==> src/rtl/gray8_stream_source.sv <==
// Synthetic 8-bit grayscale video source: frame/line timing FSM plus selectable
// test patterns, driving the same wr_en/img_Y/pre_href interface as the camera path.
module gray8_stream_source #(
  parameter int unsigned H_ACTIVE = 640,
  parameter int unsigned H_BLANK  = 160,
  parameter int unsigned V_SYNC   = 4,
  parameter int unsigned V_BP     = 16,
  parameter int unsigned V_ACTIVE = 480,
  parameter int unsigned V_FP     = 8
) (
  input  logic       sys_clk,
  input  logic       sys_rst,
  input  logic       enable,
  input  logic       pix_ce,
  input  logic [1:0] pattern_sel,
  output logic       vsync,
  output logic       pre_href,
  output logic       wr_en,
  output logic [7:0] img_Y,
  output logic       frame_done,
  output logic       busy
);

  localparam int unsigned H_TOTAL = H_ACTIVE + H_BLANK;
  localparam int unsigned HW      = $clog2(H_TOTAL + 1);
  localparam int unsigned V_MAX_A = (V_SYNC > V_BP) ? V_SYNC : V_BP;
  localparam int unsigned V_MAX_B = (V_ACTIVE > V_FP) ? V_ACTIVE : V_FP;
  localparam int unsigned V_MAX   = (V_MAX_A > V_MAX_B) ? V_MAX_A : V_MAX_B;
  localparam int unsigned VW      = $clog2(V_MAX + 1);

  localparam logic [HW-1:0] H_LAST = HW'(H_TOTAL - 1);
  localparam logic [HW-1:0] H_ACT  = HW'(H_ACTIVE);

  typedef enum logic [2:0] {
    ST_IDLE   = 3'd0,
    ST_SYNC   = 3'd1,
    ST_BP     = 3'd2,
    ST_ACTIVE = 3'd3,
    ST_FP     = 3'd4
  } state_t;

  state_t        state_q, state_d;
  logic [HW-1:0] h_cnt_q, h_cnt_d;
  logic [VW-1:0] v_cnt_q, v_cnt_d;
  logic [VW-1:0] v_last;
  logic [7:0]    frame_cnt_q, frame_cnt_d;
  logic [1:0]    pat_q, pat_d;
  logic          frame_end;

  logic          vsync_q, vsync_d;
  logic          pre_href_q, pre_href_d;
  logic          wr_en_q, wr_en_d;
  logic [7:0]    img_q, img_d;
  logic          frame_done_q, frame_done_d;
  logic          busy_q, busy_d;

  logic [7:0]    x8, y8, pix;

  // Last line index of the current vertical region
  always_comb begin
    v_last = '0;
    case (state_q)
      ST_SYNC:   v_last = VW'(V_SYNC - 1);
      ST_BP:     v_last = VW'(V_BP - 1);
      ST_ACTIVE: v_last = VW'(V_ACTIVE - 1);
      ST_FP:     v_last = VW'(V_FP - 1);
      default:   v_last = '0;
    endcase
  end

  // Frame/line sequencing; everything advances only on pix_ce
  always_comb begin
    state_d     = state_q;
    h_cnt_d     = h_cnt_q;
    v_cnt_d     = v_cnt_q;
    frame_cnt_d = frame_cnt_q;
    pat_d       = pat_q;
    frame_end   = 1'b0;
    if (pix_ce) begin
      if (state_q == ST_IDLE) begin
        if (enable) begin
          state_d = ST_SYNC;
          pat_d   = pattern_sel;
          h_cnt_d = '0;
          v_cnt_d = '0;
        end
      end else if (h_cnt_q != H_LAST) begin
        h_cnt_d = h_cnt_q + HW'(1);
      end else begin
        h_cnt_d = '0;
        if (v_cnt_q != v_last) begin
          v_cnt_d = v_cnt_q + VW'(1);
        end else begin
          v_cnt_d = '0;
          case (state_q)
            ST_SYNC:   state_d = ST_BP;
            ST_BP:     state_d = ST_ACTIVE;
            ST_ACTIVE: state_d = ST_FP;
            default: begin
              frame_end   = 1'b1;
              frame_cnt_d = frame_cnt_q + 8'd1;
              if (enable) begin
                state_d = ST_SYNC;
                pat_d   = pattern_sel;
              end else begin
                state_d = ST_IDLE;
              end
            end
          endcase
        end
      end
    end
  end

  // Pattern generator, evaluated on the post-advance pixel position
  always_comb begin
    x8  = 8'(h_cnt_d);
    y8  = 8'(v_cnt_d);
    pix = 8'h00;
    case (pat_q)
      2'd0:    pix = x8;
      2'd1:    pix = y8;
      2'd2:    pix = (x8[3] ^ y8[3]) ? 8'hFF : 8'h00;
      default: pix = frame_cnt_q;
    endcase
  end

  always_comb begin
    vsync_d      = (state_d == ST_SYNC);
    pre_href_d   = (state_d == ST_ACTIVE) && (h_cnt_d < H_ACT);
    wr_en_d      = pix_ce && pre_href_d;
    img_d        = wr_en_d ? pix : img_q;
    frame_done_d = frame_end;
    busy_d       = (state_d != ST_IDLE);
  end

  always_ff @(posedge sys_clk or posedge sys_rst) begin
    if (sys_rst) begin
      state_q      <= ST_IDLE;
      h_cnt_q      <= '0;
      v_cnt_q      <= '0;
      frame_cnt_q  <= '0;
      pat_q        <= '0;
      vsync_q      <= 1'b0;
      pre_href_q   <= 1'b0;
      wr_en_q      <= 1'b0;
      img_q        <= '0;
      frame_done_q <= 1'b0;
      busy_q       <= 1'b0;
    end else begin
      state_q      <= state_d;
      h_cnt_q      <= h_cnt_d;
      v_cnt_q      <= v_cnt_d;
      frame_cnt_q  <= frame_cnt_d;
      pat_q        <= pat_d;
      vsync_q      <= vsync_d;
      pre_href_q   <= pre_href_d;
      wr_en_q      <= wr_en_d;
      img_q        <= img_d;
      frame_done_q <= frame_done_d;
      busy_q       <= busy_d;
    end
  end

  assign vsync      = vsync_q;
  assign pre_href   = pre_href_q;
  assign wr_en      = wr_en_q;
  assign img_Y      = img_q;
  assign frame_done = frame_done_q;
  assign busy       = busy_q;

endmodule

==> config.mk <==
export PLATFORM = sky130hd
export DESIGN_NAME = gray8_stream_source
export DESIGN_NICKNAME = d
export VERILOG_FILES = /design/src/rtl/gray8_stream_source.sv
export SDC_FILE = /design/constraint.sdc
export NUM_CORES = 1
export LEC_CHECK = 0
export BUFFER_PORTS_ARGS = -buffer_cell sky130_fd_sc_hd__buf_2
export CORE_MARGIN = 4
export CORE_UTILIZATION = 53
export CTS_CLUSTER_DIAMETER = 60
export DETAILED_ROUTE_END_ITERATION = 12
export PLACE_DENSITY = 0.78
export SLEW_MARGIN = 10
export SYNTH_ARGS = -nofsm -noshare
export SYNTH_HDL_FRONTEND = slang
export SYNTH_SLANG_ARGS = --single-unit
==> constraint.sdc <==
create_clock -name sys_clk -period 3.02 [get_ports sys_clk]
set_input_delay 0.302 -clock sys_clk [delete_from_list [all_inputs] [get_ports sys_clk]]
set_output_delay 0.302 -clock sys_clk [all_outputs]
set_load 0.02 [all_outputs]
# ---- Yosys cells after proc, flatten, opt, wreduce, memory -nomap -nowiden
# Index checks and enable logic that the tools add are counted.
# Widths: inputs -> output; s select.
dict set report totals {
  reg_bits 45
  inputBits 6
  elab_cells 73
}
dict set report classes {
  addsub 3
  n_lt_le_gt_ge 1
  n_eq_ne 14
  muxes 29
  n_bitwise 5
  n_reduce_logical 9
}
# op n
set ops {}
lappend ops {{$mux 10} 4}
lappend ops {{$mux 9} 4}
lappend ops {{$pmux 9 s4} 1}
lappend ops {{$pmux 8 s3} 1}
lappend ops {{$mux 8} 2}
lappend ops {{$mux 3} 5}
lappend ops {{$add 10x1->10 const B} 1}
lappend ops {{$lt 10x10->1 const B} 1}
lappend ops {{$mux 2} 5}
lappend ops {{$ne 10x10->1 const B} 1}
lappend ops {{$add 9x1->9 const B} 1}
lappend ops {{$eq 3x2->1 const B} 3}
lappend ops {{$ne 9x9->1} 1}
lappend ops {{$pmux 3 s3} 1}
lappend ops {{$add 8x1->8 const B} 1}
lappend ops {{$eq 3x1->1 const B} 2}
lappend ops {{$mux 1} 6}
lappend ops {{$ne 2x2->1 const B} 3}
lappend ops {{$reduce_and 5->1} 1}
lappend ops {{$not 1->1} 4}
lappend ops {{$reduce_and 4->1} 1}
lappend ops {{$eq 3x3->1 const B} 1}
lappend ops {{$logic_not 3->1} 1}
lappend ops {{$reduce_and 3->1} 1}
lappend ops {{8 further kinds} 9}

# ---- Logic depth before layout (Yosys ltp)
dict set report depth {
  word_depth 10
  depth_mapped 10
}

# ---- Least setup slack after synthesis
# Ideal clock, no wire load.
dict set report synth_timing {
  path_kind {reg2reg}
  from {register h_cnt_q[0]}
  to {register frame_cnt_q[5]}
  arrival_time_ns 2.420
  required_ns 2.897
  slack_ns 0.477
  path_stages_with_launch 10
  synth_period_minus_slack_ns 2.543
  path_cell_list {dfrtp_1 -> ha_1 -> nand4_1 -> or3_2 -> or4_1 -> buf_6 -> nor2_8 -> and3_4 -> nand4_1 -> xnor2_1}
}
dict set report synth_between {
  elab_chain_cells 3
}
# item line
set synth_rtl {}
lappend synth_rtl {{from (decl)} 43} ;# logic [HW-1:0] h_cnt_q, h_cnt_d;
lappend synth_rtl {{from (signal assigned)} 152} ;# h_cnt_q <= h_cnt_d;
lappend synth_rtl {{$ne 10x10->1} 87} ;# end else if (h_cnt_q != H_LAST) begin
lappend synth_rtl {{$not 1->1 (no line)} --}
lappend synth_rtl {{$reduce_and 5->1 (no line)} --}
lappend synth_rtl {{to (signal assigned)} 154} ;# frame_cnt_q <= frame_cnt_d;
lappend synth_rtl {{to (decl)} 46} ;# logic [7:0] frame_cnt_q, frame_cnt_d;
# No other way between the ends.
# A chain may end at the register's enable or synchronous reset.

# ---- Final worst setup path
dict set report layout_timing {
  from {register h_cnt_q[0]}
  to {register frame_cnt_q[6]}
}
# Same word-level chain as after synthesis.

==> results.sh <==
export IMPL_final_hold_worst_slack_ps=203
export IMPL_drc=0
export IMPL_drtIter0Drc=193
export IMPL_power_switching_fraction_pct=34.0
export IMPL_worst_slew_margin_rel_pct=37.8
export IMPL_proportion_of_netlist_area_held_by_the_largest_area_contributor_pct=37.9
export IMPL_avgViaCountPerCell=6.37
export IMPL_fin_skew_ps=6.52
export IMPL_insertion_delay_ps=300
export IMPL_inserted_clock_buffers=5
export IMPL_coreArea_um2=5470
export IMPL_power_report_internal_total_mw=1.07
export IMPL_layout_worst_path_cycle_share_pct=93.4
export IMPL_grt_max_degree=46
export IMPL_timing_max_cap_violations=0
export IMPL_relative_contribution_of_combinational_cells_to_total_power_pct=27.5
export IMPL_synth_area_leaders="sky130_fd_sc_hd__dfrtp_1 (38%), sky130_fd_sc_hd__nand2_1 (4.5%), sky130_fd_sc_hd__o21ai_0 (3.7%), sky130_fd_sc_hd__nor2_1 (2.9%), sky130_fd_sc_hd__xnor2_1 (2.7%)"
export IMPL_net_count_synth=331
export IMPL_num_rows=27
export IMPL_drt_antenna_net_count=0
export IMPL_outcome="finished clean"
export IMPL_globalRouteTotalUtil_pct=22.3
export IMPL_critical_path_cell_chain="ha_1 -> nand4_1 -> or3_2 -> or4_1 -> nor2_8 -> and3_4 -> nand4_1 -> xnor2_1"
export IMPL_ys_seq_elements=45
export IMPL_synth_area_per_cell_um2=9.23
export IMPL_layout_drive_gt1_share_pct=20.6
export IMPL_post_cts_resized=0
export IMPL_routabilityCongestion=0.935
export IMPL_detail_route_wirelength_met1_mm=3.23
export IMPL_cts_root_buffer_type="sky130_fd_sc_hd__clkbuf_8"
export IMPL_vias=2650
export IMPL_reg2reg_start="h_cnt_q[0]"
export IMPL_clkTransAtPathRegs_ps=90
export IMPL_finalSetupTns_ps=0
export IMPL_synth_cell_types=74
export IMPL_ctsHtreeMaxLevel=2
export IMPL_synthTopCellsByCount="sky130_fd_sc_hd__dfrtp_1 (45), sky130_fd_sc_hd__nand2_1 (36), sky130_fd_sc_hd__nor2_1 (23), sky130_fd_sc_hd__o21ai_0 (22), sky130_fd_sc_hd__nand3_1 (14)"
export IMPL_highest_layer="met4"
export IMPL_tightestPinTransition_ps=931
export IMPL_start_util_pct=54.3
export IMPL_crit_required_ps=3210
export IMPL_number_of_search_and_repair_iterations_in_the_first_detailed_routing_pass=5
export IMPL_design_die_area_um2=6870
export IMPL_rsz0062_at_grt="false"
export IMPL_die_w_um=82.9
export IMPL_areaGrowthSynthToFinish_pct=8.51
export IMPL_crit_type="flop to flop"
export IMPL_switching_power_uw=550
export IMPL_synth_largest_area_cell="sky130_fd_sc_hd__dfrtp_1"
export IMPL_timing_hold_violations_final=0
export IMPL_worst_ir_drop_vdd_uv=333
export IMPL_first_global_vias=2567
export IMPL_cts_hold_buffers_added=0
export IMPL_synth_async_reset_ratio_pct=100
export IMPL_insertedDiodeCount=0
export IMPL_worst_endpoint_arrival_ps=3010
export IMPL_yosys_most_used_dff="sky130_fd_sc_hd__dfrtp_1"
export IMPL_cts_tree="done"
export IMPL_io_buffers=18
export IMPL_timing_critical_path_fanout_max=6
export IMPL_power_share_clock_pct=28.4
export IMPL_yosysMostFrequentCell="sky130_fd_sc_hd__dfrtp_1"
export IMPL_clk_path_buf_depth=2
export IMPL_end_kind="flop"
export IMPL_routed_wirelength_mm=7.43
export IMPL_final_max_slew_viol_count=0
export IMPL_post_cts_setup_buffer_count=0
export IMPL_max_stage_delay_ps=680
export IMPL_maxClockFrequency_ghz=0.355
export IMPL_setup_violations_final=0
export IMPL_synth_edf_count=0
export IMPL_pwr_share_seq_pct=44.2
export IMPL_route_met2_wl_mm=3.51
export IMPL_power_leakage_nw=1.44
export IMPL_yosys_warnings=0
export IMPL_total_gr_overflow=0
export IMPL_fin_crit_ps=2820
export IMPL_hold_class="input pin to asynchronous set/reset pin"
export IMPL_synth_cells=322
export IMPL_first_pass_grt_wire_length_mm=12.5
export IMPL_cp_slowest_cell="sky130_fd_sc_hd__or4_1"
export IMPL_die_y_um=82.9
export IMPL_critical_path_top_cell_by_count="sky130_fd_sc_hd__nand4_1"
export IMPL_antenna_found_initial=0
export IMPL_clkSinkCount=45
export IMPL_crit_path_start="h_cnt_q[0]"
export IMPL_sequential_element_share_of_the_synthesized_area_pct=37.9
export IMPL_total_number_of_nets_in_the_final_design=352
export IMPL_detail_route_wl_per_cell_um=17.9
export IMPL_pin_count=19
export IMPL_met3RoutedLength_um=484
export IMPL_cp_start_kind="flop"
export IMPL_synth_cell_area_um2=2970
export IMPL_hpwlAfterDp_mm=5.62
export IMPL_p_per_area_nw_per_um2=502
per-layer routing:
layer / track usage (%) / vias up
met5: 0 / -
met4: 8.02 / 0
met3: 4.17 / 21
met2: 36.4 / 109
met1: 29.6 / 1278
li1: - / 1242
power groups by stage:
stage,registers [mW],logic (mW),clock network [mW]
floorplan,0.697,0.352,0
global placement,0.722,0.431,0
detailed placement,0.725,0.438,0
CTS,0.713,0.439,0.467
global route,0.725,0.488,0.493
finish,0.715,0.445,0.459
sequential cells by signal, summed over array words and instances (netlist names):
signal / cells
img_Y: 8
frame_done: 1
frame_cnt_q: 8
state_q: 3
wr_en: 1
vsync: 1
pre_href: 1
busy: 1
v_cnt_q: 9
h_cnt_q: 10
pat_q: 2
cell families (layout without fill, tap and decap cells):
family | after synthesis | after routing | synth area share (%)
compound gates | 84 | 84 | 20.7
xor+xnor | 12 | 12 | 3.79
fa+ha+maj | 3 | 3 | 1.26
buf+inv | 28 | 50 | 6.27
flops | 45 | 45 | 37.9
mux | 8 | 8 | 2.91
simple gates | 142 | 142 | 27.2
cells in the final DEF, fill, tap and decap left out, drive strengths merged, types with 3 or more instances in the layout:
cell type / n
nand4: 9
xnor2: 10
buf: 31
nand2: 36
inv: 10
a32o: 3
o211ai: 4
a21oi: 9
nor4: 6
mux2: 5
and2: 3
nand3: 15
nand3b: 3
nand2b: 4
ha: 3
nor2b: 5
o21ai: 22
or2: 5
o31ai: 4
o41ai: 3
and3: 10
nor3: 7
mux2i: 3
clkbuf: 5
or3: 5
nor2: 24
a21o: 3
o22ai: 3
dfrtp: 45
o21a: 3
a31oi: 7
final timing paths:
kind	endpoint	slack, ps	depth (start not counted)
worst min register to register	frame_cnt_q[7]	490	1
min in group sys_clk	pat_q[0]	220	2
worst min-delay path	busy	200	2
worst max register to register	frame_cnt_q[6]	200	8
max in group asynchronous	v_cnt_q[8]	2230	2
worst max-delay path	frame_cnt_q[6]	200	8
worst max-delay path, delay by kind of cell, from the launching register on:
| kind | cells | cell delay, ps |
|---|---|---|
| flip-flops | 1 | 390 |
| adder cells (fa/ha/maj) | 1 | 230 |
| XOR/XNOR | 1 | 150 |
| AND/OR/NAND/NOR | 6 | 1960 |
through the flow:
stage | instance area, µm² | power (mW) | setup slack (ps) | utilization [%] | std cells
detailed placement | 3110 | 1.16 | 221 | 56.8 | 408
global placement | 3110 | 1.15 | 288 | 56.8 | 408
CTS | 3220 | 1.62 | 211 | 58.9 | 416
global route | 3220 | 1.71 | 41.3 | 58.9 | 416
finish | 3220 | 1.62 | 200 | 58.9 | 416
floorplan | 2970 | 1.05 | 477 | - | 322
cell type report:
class | instances | area [µm²]
fillers | 517 | 2250
multi-input cells | 249 | 1660
flip-flops and latches | 45 | 1130
repair buffers | 31 | 188
well taps | 72 | 90.1
clock buffers | 5 | 68.8
clock inverters | 3 | 46.3
inverters | 11 | 46.3
Note: power is estimated with default switching activity, not from simulation.
